<file path="config.mk">
export PLATFORM = sky130hd
export DESIGN_NAME = tick_divider_bank
export DESIGN_NICKNAME = d
export VERILOG_FILES = /design/src/rtl/tick_div_pkg.sv /design/src/rtl/tick_div_channel.sv /design/src/rtl/tick_divider_bank.sv
export SDC_FILE = /design/constraint.sdc
export NUM_CORES = 1
export LEC_CHECK = 0
export BUFFER_PORTS_ARGS = -buffer_cell sky130_fd_sc_hd__buf_2
export CORE_MARGIN = 3
export CORE_UTILIZATION = 32
export CTS_CLUSTER_DIAMETER = 100
export DETAILED_ROUTE_END_ITERATION = 10
export PLACE_DENSITY = 0.55
export SYNTH_ARGS = -nofsm -noshare
export SYNTH_HDL_FRONTEND = slang
export SYNTH_HIERARCHICAL = 1
export SYNTH_SLANG_ARGS = --single-unit
</file>
<file path="constraint.sdc">
create_clock -name clk -period 4.15 [get_ports clk]
set_input_delay 0.6225 -clock clk [delete_from_list [all_inputs] [get_ports clk]]
set_output_delay 0.6225 -clock clk [all_outputs]
set_load 0.005 [all_outputs]
</file>
<file path="src/rtl/tick_div_pkg.sv">
// Shared constants and types for the runtime-programmable tick divider bank.
package tick_div_pkg;

  localparam int unsigned TICK_NUM_CH = 4;
  localparam int unsigned TICK_CNT_W  = 28;
  localparam int unsigned TICK_CH_W   = 2;

  localparam logic [TICK_CNT_W-1:0] TICK_DEF_DIV = 28'd4194304;

  typedef logic [TICK_CNT_W-1:0] div_t;

  // A divide value of zero parks the channel once it is committed.
  localparam int unsigned DIV_HALT = 0;

endpackage

</file>
<file path="src/rtl/tick_div_channel.sv">
// One divider channel: counter, active/shadow divide registers, tick and level outputs.
module tick_div_channel
  import tick_div_pkg::*;
#(
  parameter int unsigned      CNT_W   = TICK_CNT_W,
  parameter logic [CNT_W-1:0] DEF_DIV = CNT_W'(TICK_DEF_DIV)
) (
  input  logic             clk,
  input  logic             rst,
  input  logic             en,
  input  logic             sync_clr,
  input  logic             wr,
  input  logic [CNT_W-1:0] wr_div,
  output logic             tick,
  output logic             level,
  output logic             pending
);

  logic [CNT_W-1:0] cnt;
  logic [CNT_W-1:0] active_div;
  logic [CNT_W-1:0] shadow_div;
  logic             running;
  logic             terminal;
  logic             commit;

  // New divide values only take effect on a period boundary or while idle.
  always_comb begin
    running  = en && (active_div != CNT_W'(DIV_HALT));
    terminal = (cnt == active_div - CNT_W'(1));
    commit   = pending && (!running || sync_clr || terminal);
  end

  always_ff @(posedge clk or posedge rst) begin
    if (rst) begin
      cnt   <= '0;
      tick  <= 1'b0;
      level <= 1'b0;
    end else if (!running || sync_clr) begin
      cnt   <= '0;
      tick  <= 1'b0;
      level <= 1'b0;
    end else if (terminal) begin
      cnt   <= '0;
      tick  <= 1'b1;
      level <= ~level;
    end else begin
      cnt   <= cnt + CNT_W'(1);
      tick  <= 1'b0;
    end
  end

  // A write coinciding with a commit keeps pending set for the next boundary.
  always_ff @(posedge clk or posedge rst) begin
    if (rst) begin
      active_div <= DEF_DIV;
      shadow_div <= DEF_DIV;
      pending    <= 1'b0;
    end else begin
      if (commit) begin
        active_div <= shadow_div;
      end
      if (wr) begin
        shadow_div <= wr_div;
        pending    <= 1'b1;
      end else if (commit) begin
        pending    <= 1'b0;
      end
    end
  end

endmodule

</file>
<file path="src/rtl/tick_divider_bank.sv">
// Bank of independent programmable clock-enable generators sharing one config port.
module tick_divider_bank
  import tick_div_pkg::*;
#(
  parameter int unsigned      NUM_CH  = TICK_NUM_CH,
  parameter int unsigned      CNT_W   = TICK_CNT_W,
  parameter int unsigned      CH_W    = TICK_CH_W,
  parameter logic [CNT_W-1:0] DEF_DIV = CNT_W'(TICK_DEF_DIV)
) (
  input  logic              clk,
  input  logic              rst,
  input  logic [NUM_CH-1:0] en,
  input  logic              sync_clr,
  input  logic              cfg_we,
  input  logic [CH_W-1:0]   cfg_ch,
  input  logic [CNT_W-1:0]  cfg_div,
  output logic [NUM_CH-1:0] tick,
  output logic [NUM_CH-1:0] level,
  output logic [NUM_CH-1:0] pending
);

  logic [NUM_CH-1:0] wr;

  // Channel selects beyond NUM_CH match no decode and are dropped.
  for (genvar i = 0; i < NUM_CH; i++) begin : g_ch
    assign wr[i] = cfg_we && (cfg_ch == CH_W'(i));

    tick_div_channel #(
      .CNT_W   (CNT_W),
      .DEF_DIV (DEF_DIV)
    ) u_channel (
      .clk      (clk),
      .rst      (rst),
      .en       (en[i]),
      .sync_clr (sync_clr),
      .wr       (wr[i]),
      .wr_div   (cfg_div),
      .tick     (tick[i]),
      .level    (level[i]),
      .pending  (pending[i])
    );
  end

endmodule

</file>
==> flow_summary_export.csv <==
group,metric,value,unit
sta,slew_headroom,30.4,%
logic_synthesis,postSynthCellCount,1799,
worst_setup_path,crit_slowest_cell,"nor2_1",
logic_synthesis,yosysUniqueCellTypes,83,
worst_setup_path,cp_top_family,"simple AND/OR/NAND/NOR gates",
global_route,grt_pass1_vias,13700,
logic_synthesis,ys_warn_count,6,
logic_synthesis,synth-seq-cells,348,
clocking,hold_buffers,0,
sta,hold_ws,0.0731,ns
worst_setup_path,cp-end-kind,"flop",
finish,fill_cells,5949,
logic_synthesis,seq_area_frac_synth,44.6,%
route,postRouteAntennaNets,0,
die,start_util,32.7,%
die,io-pin-count,50,
sta,hold_violations,0,
clocking,post_cts_buffers,0,
finish,syn2layout_area_growth,12.1,%
route,vias,13800,
clocking,cts_buffers,41,
logic_synthesis,synth_fp_nets,1845,
placement,gp_congestion,0.844,
route,drc,0,
outcome,status,"complete, no violations",
clocking,cts_tree,"built",
logic_synthesis,synth_flop_cell,"dfrtp_1",
worst_setup_path,max_stage_delay,0.61,ns
route,routed_wl,49.5,mm
power_and_ir_drop,ir_worst_vdd,406,uV
power_and_ir_drop,cellLeakagePower,8.63,nW
sta,min_period,3.82,ns
die,rows,89,
worst_setup_path,arrival,4.28,ns
die,dieArea,64000,um^2
sta,setup_viol,0,
worst_setup_path,cp_num_buf_inv,1,
logic_synthesis,synth_edf_count,0,
worst_setup_path,critPathMaxFanout,15,
sta,finClkSkew,0.0235,ns
worst_setup_path,crit_type,"reg2reg",
route,via_per_inst,5.23,
finish,fin_nets,1880,
min_path,worstHoldPathType,"in2async",
clocking,clk_latency,0.58,ns
sta,timing.setup.tns,0,ns
sta,drv_slew,0,
global_route,grt_overflow,0,
power_and_ir_drop,power_density,525,nW/um^2
finish,layout-drive-gt1-share,24.0,%
sta,period_share,92.1,%
worst_setup_path,startpoint_type,"flop",
clocking,clock-root-buffer,"clkbuf_16",
route,first_pass_iters,5,
route,post_drt_wl_per_cell,18.7,um
route,first_iter_violations,808,
clocking,cts_resized,0,
sta,worstMarginPinSlew,1.04,ns
die,die_height,253,um
global_route,antenna_found_initial,2,
sta,rsz0062_at_grt,"false",
global_route,grt_pass1_wl,79.3,mm
worst_setup_path,required,4.61,ns
finish,layout_common_cells,"340 x dfrtp_1, 165 x nor2_1, 137 x mux2_2",
placement,port-buffer-count,49,
placement,hpwl,35.6,mm
worst_setup_path,cp_cell_sequence,"nor2_1 -> a32oi_1 -> or3b_2 -> nor4b_1 -> nand4_1 -> o2bb2ai_4 -> buf_4 -> mux2_2",
global_route,grt_max_degree,62,
clocking,clockBufferDepth,3,
sta,fmax,262,MHz
clocking,clk_pin_slew,0.06,ns
logic_synthesis,synthArstFlopShare,100,%
die,coreArea,59700,um^2
global_route,grtUsageTotal,15.6,%
finish,layout_commonest_cell,"dfrtp_1",
clocking,numClockSinks,348,
clocking,htreeDepth,2,
die,die_w,253,um
flow_run,max_cap_violations,0,
logic_synthesis,post_synth.cell_area_avg,10.9,um^2
logic_synthesis,synth_area,19500,um^2
==> flip-flops by register name (all words and copies together), names as in the netlist <==
| name | count |
|---|---|
| g_ch.u_channel/active_div | 112 |
| g_ch.u_channel/cnt | 112 |
| g_ch.u_channel/level | 4 |
| g_ch.u_channel/pending | 4 |
| g_ch.u_channel/shadow_div | 112 |
| g_ch.u_channel/tick | 4 |
==> Yosys cell counts, types with 9 or more instances <==
master / count / area share (%)
nand3_1: 74 / 1.9
o21ai_0: 24 / 0.62
xor2_1: 107 / 4.8
and2_1: 29 / 0.93
a31oi_1: 10 / 0.32
or3_1: 30 / 0.96
a31o_2: 9 / 0.40
mux2_2: 137 / 7.9
o22ai_2: 20 / 1.3
nor2b_1: 12 / 0.38
a21oi_1: 18 / 0.46
nand4_1: 45 / 1.4
nor2_1: 165 / 3.2
nor4b_1: 11 / 0.49
buf_6: 14 / 0.81
dfrtp_1: 340 / 44
a211oi_1: 11 / 0.42
clkbuf_1: 46 / 0.88
o22ai_1: 12 / 0.38
and3_1: 16 / 0.51
nor4_1: 38 / 1.2
and3b_1: 9 / 0.40
nor3_1: 47 / 1.2
nand2_1: 136 / 2.6
or4_1: 14 / 0.54
or2_2: 21 / 0.67
inv_1: 32 / 0.62
mux2_4: 60 / 4.6
xnor2_1: 132 / 5.9
==> metrics by stage <==
stage / instance area, um^2 / power (mW) / cells / setup slack (ns) / util [%]
2_1_floorplan: 19500 / 6.94 / 1799 / 0.741 / -
3_3_place_gp: 20400 / 7.61 / 2564 / 0.402 / 34.2
3_5_place_dp: 20400 / 7.69 / 2564 / 0.310 / 34.2
4_1_cts: 21900 / 11.6 / 2638 / 0.304 / 36.6
5_1_grt: 21900 / 12.1 / 2638 / 0.0758 / 36.7
6_report: 21900 / 11.5 / 2639 / 0.329 / 36.7
==> power breakdown <==
part / switching (mW) / internal, mW
clock network: 1.46 / 2.37
registers: 0.877 / 4.00
logic: 1.34 / 1.44
==> cells by family (layout without fill, tap and decap cells) <==
group / after synthesis / after routing / share of synthesized area, %
AOI/OAI and AO/OA: 183 / 183 / 7.93
xor gates and xnor gates: 242 / 242 / 11.1
adders and majority gates: 8 / 8 / 0.513
buffers and inverters: 112 / 178 / 3.41
DFF: 348 / 348 / 44.6
muxes: 201 / 201 / 12.7
other: 0 / 1 / 0
and+or+nand+nor: 705 / 705 / 19.7
==> worst paths after layout <==
path	depth (start not counted)	to	slack [ns]	startpoint
worst max-delay path	8	g_ch[0].u_channel/active_div[26]$_DFFE_PP0P_	0.33	g_ch[0].u_channel/active_div[2]$_DFFE_PP0P_
worst min-delay path	2	g_ch[3].u_channel/active_div[9]$_DFFE_PP0P_	0.07	rst
worst max register to register	8	g_ch[0].u_channel/active_div[26]$_DFFE_PP0P_	0.33	g_ch[0].u_channel/active_div[2]$_DFFE_PP0P_
worst min register to register	2	g_ch[3].u_channel/active_div[22]$_DFFE_PP1P_	0.49	g_ch[3].u_channel/shadow_div[22]$_DFFE_PP1P_
max in group asynchronous	3	g_ch[1].u_channel/active_div[1]$_DFFE_PP0P_	2.82	rst
min in group clk	2	g_ch[0].u_channel/shadow_div[6]$_DFFE_PP0P_	0.42	cfg_div[6]
==> worst register-to-register path, stage by stage (launching register included) <==
cell       delay, ns
dfrtp_1         0.48
nor2_1          0.61
a32oi_1         0.19
or3b_2          0.50
nor4b_1         0.58
nand4_1         0.42
o2bb2ai_4       0.25
buf_4           0.29
mux2_2          0.38
==> final cells by class <==
| type | instances | area (um^2) | share of cell area [%] |
|---|---|---|---|
| diodes | 1 | 2.50 | 0.0114 |
| inverters | 32 | 125 | 0.572 |
| clock inverters | 18 | 256 | 1.17 |
| multi-input cells | 1339 | 10200 | 46.5 |
| clock buffers | 56 | 1180 | 5.40 |
| flip-flops and latches | 348 | 8720 | 39.8 |
| repair buffers | 72 | 468 | 2.14 |
| well taps | 773 | 967 | 4.42 |
==> routing by layer <==
| layer | routed length (um) | vias up | global-route usage, % |
|---|---|---|---|
| met3 | 1980 | 60 | 2.38 |
| met4 | 916 | 0 | 4.14 |
| met2 | 23600 | 230 | 25.9 |
| li1 | - | 6532 | - |
| met1 | 23000 | 6987 | 21.2 |
| met5 | 0 | - | 0 |
(Power assumes the default switching activity.)
